==> src/rtl/branch_resolve_bht.sv <==
// Branch/jump resolution with shadow squash and an optional 2-bit counter BHT.
// Optional predictor storage is enabled by defining BRANCH_PREDICT_EN.
module branch_resolve_bht #(
  parameter int PC_WIDTH  = 16,
  parameter int BHT_DEPTH = 16
) (
  input  logic                clk,
  input  logic                rst,
  input  logic [PC_WIDTH-1:0] fetch_pc,
  output logic                pred_taken,
  input  logic                res_valid,
  input  logic                res_is_jump,
  input  logic [PC_WIDTH-1:0] res_pc,
  input  logic [15:0]         res_instr,
  input  logic                res_pred,
  input  logic [5:0]          flags,
  output logic                redirect_target,
  output logic                redirect_fall,
  output logic                flush
);

  localparam int IDX = $clog2(BHT_DEPTH);

  logic shadow;
  logic cond_true;
  logic act;
  logic ev;
  logic pred_eff;

  function automatic logic cond_eval(input logic [2:0] code, input logic [5:0] f);
    logic r;
    case (code)
      3'b000:  r = f[0];
      3'b001:  r = f[1];
      3'b010:  r = f[2];
      3'b011:  r = f[3];
      3'b100:  r = f[4];
      3'b101:  r = f[5];
      3'b110:  r = 1'b1;
      default: r = 1'b0;
    endcase
    return r;
  endfunction

  assign cond_true = cond_eval(res_instr[2:0], flags);
  assign act       = res_is_jump | cond_true;
  // Gating with rst keeps every redirect quiet while reset is held.
  assign ev        = res_valid & ~shadow & ~rst;

  assign redirect_target = ev & act & ~pred_eff;
  assign redirect_fall   = ev & ~act & pred_eff;
  assign flush           = redirect_target | redirect_fall;

  // The instruction entering execute right after a flush is wrong-path.
  always_ff @(posedge clk or posedge rst) begin
    if (rst) shadow <= 1'b0;
    else     shadow <= flush;
  end

`ifdef BRANCH_PREDICT_EN
  logic [1:0] bht [BHT_DEPTH];
  logic       unused_bits;

  function automatic logic [1:0] sat_inc(input logic [1:0] c);
    return (c == 2'b11) ? 2'b11 : c + 2'b01;
  endfunction

  function automatic logic [1:0] sat_dec(input logic [1:0] c);
    return (c == 2'b00) ? 2'b00 : c - 2'b01;
  endfunction

  always_ff @(posedge clk or posedge rst) begin
    if (rst) begin
      for (int i = 0; i < BHT_DEPTH; i++) bht[i] <= 2'b01;
    end else if (ev && !res_is_jump) begin
      bht[res_pc[IDX-1:0]] <= act ? sat_inc(bht[res_pc[IDX-1:0]])
                                  : sat_dec(bht[res_pc[IDX-1:0]]);
    end
  end

  // Lookup sees the pre-update counter on a same-index train.
  assign pred_taken  = bht[fetch_pc[IDX-1:0]][1];
  assign pred_eff    = res_pred;
  assign unused_bits = ^{fetch_pc[PC_WIDTH-1:IDX], res_pc[PC_WIDTH-1:IDX], res_instr[15:3]};
`else
  logic unused_bits;

  assign pred_taken  = 1'b0;
  assign pred_eff    = 1'b0;
  assign unused_bits = ^{fetch_pc, res_pc, res_pred, res_instr[15:3]};
`endif

endmodule

==> config.mk <==
export PLATFORM = sky130hd
export DESIGN_NAME = branch_resolve_bht
export DESIGN_NICKNAME = d
export VERILOG_FILES = /design/src/rtl/branch_resolve_bht.sv
export SDC_FILE = /design/constraint.sdc
export NUM_CORES = 1
export LEC_CHECK = 0
export CAP_MARGIN = 10
export CORE_AREA = 2 2 39 41
export CTS_CLUSTER_DIAMETER = 120
export DETAILED_ROUTE_END_ITERATION = 8
export DIE_AREA = 0 0 41 43
export DONT_BUFFER_PORTS = 1
export PLACE_DENSITY = 0.3
export SYNTH_ARGS = -nofsm -noshare
export SYNTH_HDL_FRONTEND = slang
export SYNTH_SLANG_ARGS = --single-unit
==> constraint.sdc <==
create_clock -name clk -period 3.2 [get_ports clk]
set_clock_uncertainty 0.05 [all_clocks]
set_input_delay 0.96 -clock clk [delete_from_list [all_inputs] [get_ports clk]]
set_output_delay 0.96 -clock clk [all_outputs]
set_load 0.02 [all_outputs]
==> results.cfg <==
[yosys]
yosys_most_used_dff = dfrtp_1
synth_top_area_cell = dfrtp_1
ys_warn_count = 0
synth_top_area_frac = 0.189
async_flop_share = 1.00
synth_area_leaders = dfrtp_1 (19%), buf_4 (17%), mux2_4 (11%)
yosysSeqAreaShare = 0.189
yosysUniqueCellTypes = 12
synth-edff-count = 0
synth_area_per_cell_um2 = 8.29
ys_ff_latch = 1
syn-instance-count = 16
synth_area_um2 = 133
synth_common_cells = buf_4 (3), inv_1 (3)

[worst_setup_path]
crit_type = in2out
cp_max_fo = 4
cp.required_ps = 2190
startpoint_type = primary input
crit_arrival_ps = 1910
timing.critical_path.from = res_instr[1]
worst-r2r-setup-slack_ps = 2060
worstSetupEndpointType = output pin
rr_startpoint = shadow$_DFF_PP0_

[place]
placed_cells = 30
portBuffers = 0
gp_congestion = 0.570

[sta]
hold_viol = 0
post-route-period-util = 0.913
holdWs_ps = 640
grt_setup_unrepaired = no
fin_crit_ps = 2920
fmax_ghz = 0.342
tns_ps = 0
slew_violations = 0
finalSetupViolCount = 0

[layout]
layout.nets = 75
antenna_cells = 0
largest_reg_flops = 1
drive_above_1_share = 0.0714
fillers = 158
reg_top3 = shadow x1
final_cells = 30
areaGrowthSynthToFinish_pct = 0.943
regMostFlops = shadow

[routing]
wl_um = 304
wire_per_inst_um = 10.1
vias = 104
drtAntennaViolNets = 0
drc = 0
vias_per_cell = 3.47
drt_iter0_drc = 0
drt_pass1_iterations = 1

[clock_network]
clkLatencyLatePin_ps = 0
post_cts_buffers = 0
cts_resized = 0
clk_pin_slew_ps = 0
cts.hold.buffers_added = 0

[floorplanning]
io_pins = 63
die_w_um = 41
core-area_mm2 = 0.00138
initial_utilization = 0.0958
dieArea_mm2 = 0.00176
fp-row-count = 14
die_h_um = 43

[grt]
grtUsageTotal = 0.0350
antenna_found_initial = 0
grt_pass1_wl_um = 448
grt_pass1_vias = 106
overflow = 0
grt_max_degree = 5

[job]
cap_viol_max_count = 0

[pwr]
p_per_area_mw_per_mm2 = 193
power_leakage_nw = 0.0723
peakVddDrop_mv = 0.0268

[worst_hold_path]
hold_path_class = in2async

[run_status]
status = complete, no violations
[power by group]
part	switching, mW	total [mW]	internal [mW]
combinational	0.00715	0.0120	0.00485
clock	0	0	0
sequential	0.000169	0.0138	0.0136
[area by class of cell]
class / instances / area [um^2] / area share
flip-flops and latches: 1 / 25.0 / 0.187
well taps: 16 / 20.0 / 0.150
multi-input cells: 10 / 77.6 / 0.579
inverters: 3 / 11.3 / 0.0841
[layout by cell type (no fill, tap or decap)]
| cell | count |
|---|---|
| inv_1 | 3 |
| conb_1 | 2 |
| a41o_1 | 1 |
| mux2_4 | 1 |
| and3_1 | 1 |
| mux2i_1 | 1 |
| nor3b_1 | 1 |
| a211oi_1 | 1 |
| nor2_1 | 1 |
| o311a_1 | 1 |
| dfrtp_1 | 1 |
[critical path, stage by stage]
cell     delay, ps
mux2_4         270
and3_1         180
o311a_1        500
[per-layer routing]
metal | vias up | GRT usage | part of all wire
li1 | 47 | - | -
met1 | 42 | 0.0571 | 0.45
met2 | 15 | 0.0469 | 0.32
met3 | 0 | 0.0105 | 0.23
met4 | 0 | 0 | 0
met5 | - | 0 | 0
[path summary, 6_finish.rpt]
check	to	depth (start not counted)
max	flush	3
min	shadow$_DFF_PP0_	1
max reg2reg	shadow$_DFF_PP0_	2
min reg2reg	shadow$_DFF_PP0_	2
max in group asynchronous	shadow$_DFF_PP0_	1
min in group clk	shadow$_DFF_PP0_	2
[cell families after synthesis]
logic type / Yosys count / share of synthesized area
simple gates: 3 / 0.132
compound gates: 3 / 0.208
flops: 1 / 0.189
other cells: 1 / 0.0283
mux: 2 / 0.189
buf+inv: 6 / 0.255
[through the flow]
stage | cell area (um^2) | power (mW) | utilization | setup slack, ps
2_1_floorplan | 136 | 0.0275 | - | 173
3_3_place_gp | 134 | 0.0255 | 0.0967 | 281
3_5_place_dp | 134 | 0.0260 | 0.0967 | 275
4_1_cts | 134 | 0.0260 | 0.0967 | 275
5_1_grt | 134 | 0.0271 | 0.0967 | 257
6_report | 134 | 0.0258 | 0.0967 | 280
Power figures use the tool's default switching activity.
==> variant: new RTL, config.mk and constraints unchanged <==
Register the output `redirect_target`; this adds one clock of latency there. The other outputs are not delayed to match.
--- a/src/rtl/branch_resolve_bht.sv
+++ b/src/rtl/branch_resolve_bht.sv
@@ -20,6 +20,8 @@
 );
 
   localparam int IDX = $clog2(BHT_DEPTH);
+
+  logic redirect_target_d;
 
   logic shadow;
   logic cond_true;
@@ -47,9 +49,9 @@
   // Gating with rst keeps every redirect quiet while reset is held.
   assign ev        = res_valid & ~shadow & ~rst;
 
-  assign redirect_target = ev & act & ~pred_eff;
+  assign redirect_target_d = ev & act & ~pred_eff;
   assign redirect_fall   = ev & ~act & pred_eff;
-  assign flush           = redirect_target | redirect_fall;
+  assign flush           = redirect_target_d | redirect_fall;
 
   // The instruction entering execute right after a flush is wrong-path.
   always_ff @(posedge clk or posedge rst) begin
@@ -90,5 +92,9 @@
   assign unused_bits = ^{fetch_pc, res_pc, res_pred, res_instr[15:3]};
 `endif
 
+  always_ff @(posedge clk) begin
+    redirect_target <= redirect_target_d;
+  end
+
 endmodule
 
Check against the original RTL: not equivalent (a bounded check fails within 4 cycles, from zero or initial values and one cycle with rst high).
==> variant against the original RTL <==
Total power increased to 4.0 times the old value. Worst setup slack improved by 0.049 ns. Cell area increased by 35%. Routed wire length increased by 26%. Worst hold slack got worse by 0.23 ns. Sequential cell count increased by 1. Sequential power increased by 110%. Core utilization increased by 3.3 points. Die area unchanged. Synthesized area increased by 9.4%. Critical path type unchanged. Via count increased by 17%.
==> variant: results (changes against the original RTL) <==
| Metric | Value |
|---|---|
| Status | complete, no violations (unchanged) |
| Synthesized-area fraction occupied by ao, oa, aoi and oai cells | 19.0% (was 20.8%) |
| Global Route Usage Sum | 4.90% (was 3.50%) |
| Filler cell count | 163 (was 158) |
| Post-DP Area | 154 um2 (was 134 um2) |
| Part of the Yosys area used for sequential elements | 31.0% (was 18.9%) |
| Post-Place Setup Slack | 0.330 ns (was 0.275 ns) |
| Unique cell type count in the Yosys netlist | 13 (was 12) |
| Slack of the worst reg-to-reg path | 2.15 ns (was 2.06 ns) |
| Routing usage on met3 | 2.62% (was 1.05%) |
| Routability congestion estimate from global placement | 0.522 (was 0.570) |
| Wire length of the first global-routing pass | 517 um (was 448 um) |
| Post-synthesis async set-or-reset flop share | 50.0% (was 100%) |
| Routed wl met2 | 154 um (was 97 um) |
| Met3 Wirelength | 85 um (was 69 um) |
| Met1 wire length | 144 um (was 138 um) |
| Multiplexer area fraction after synthesis | 17.2% (was 18.9%) |
| DR vias/cell | 3.49 (was 3.47) |
| Hold slack | 0.406 ns (was 0.640 ns) |
| Switching share of total power | 23.5% (was 28.4%) |
| Most numerous cell types in the synthesized netlist | 3 x sky130_fd_sc_hd__inv_1, 2 x sky130_fd_sc_hd__buf_4 (was 3 x sky130_fd_sc_hd__buf_4, 3 x sky130_fd_sc_hd__inv_1) |
| Registers with the most flip-flops | redirect_target (1), shadow (1) (was shadow (1)) |
| Global-route met1 utilization | 4.75% (was 5.71%) |
| Vias in the first global route | 159 (was 106) |
| Initial DRC count | 1 (was 0) |
| WL per Instance | 11.0 um (was 10.1 um) |
| Post-layout net count | 79 (was 75) |
| CTS clock-pin slew for the worst setup and hold paths | 0.03 ns (was 0 ns) |
[variant: worst max path at each step]
stage                       from    end  slack [ns]  cells after the start
floorplan           res_instr[1]  flush        0.37                      3
global placement    res_instr[1]  flush        0.35                      3
detailed placement  res_instr[1]  flush        0.33                      3
CTS                 res_instr[1]  flush        0.33                      3
global route        res_instr[1]  flush        0.32                      3
finish              res_instr[1]  flush        0.33                      3
[variant: power groups by stage]
stage | clock network, mW | logic [mW] | registers [mW]
4_1_cts | 0.0665 | 0.0113 | 0.0283
3_5_place_dp | 0 | 0.0113 | 0.0286
3_3_place_gp | 0 | 0.0106 | 0.0286
5_1_grt | 0.0666 | 0.0122 | 0.0285
6_report | 0.0625 | 0.0113 | 0.0283
2_1_floorplan | 0 | 0.0117 | 0.0285
[variant: final cells by class]
type,instances,area [um2],share of cell area [%]
multi-input cells,10,77.6,43.1
clock buffers,4,26.3,14.6
flip-flops and latches,2,45.0,25.0
well taps,16,20.0,11.1
inverters,3,11.3,6.25
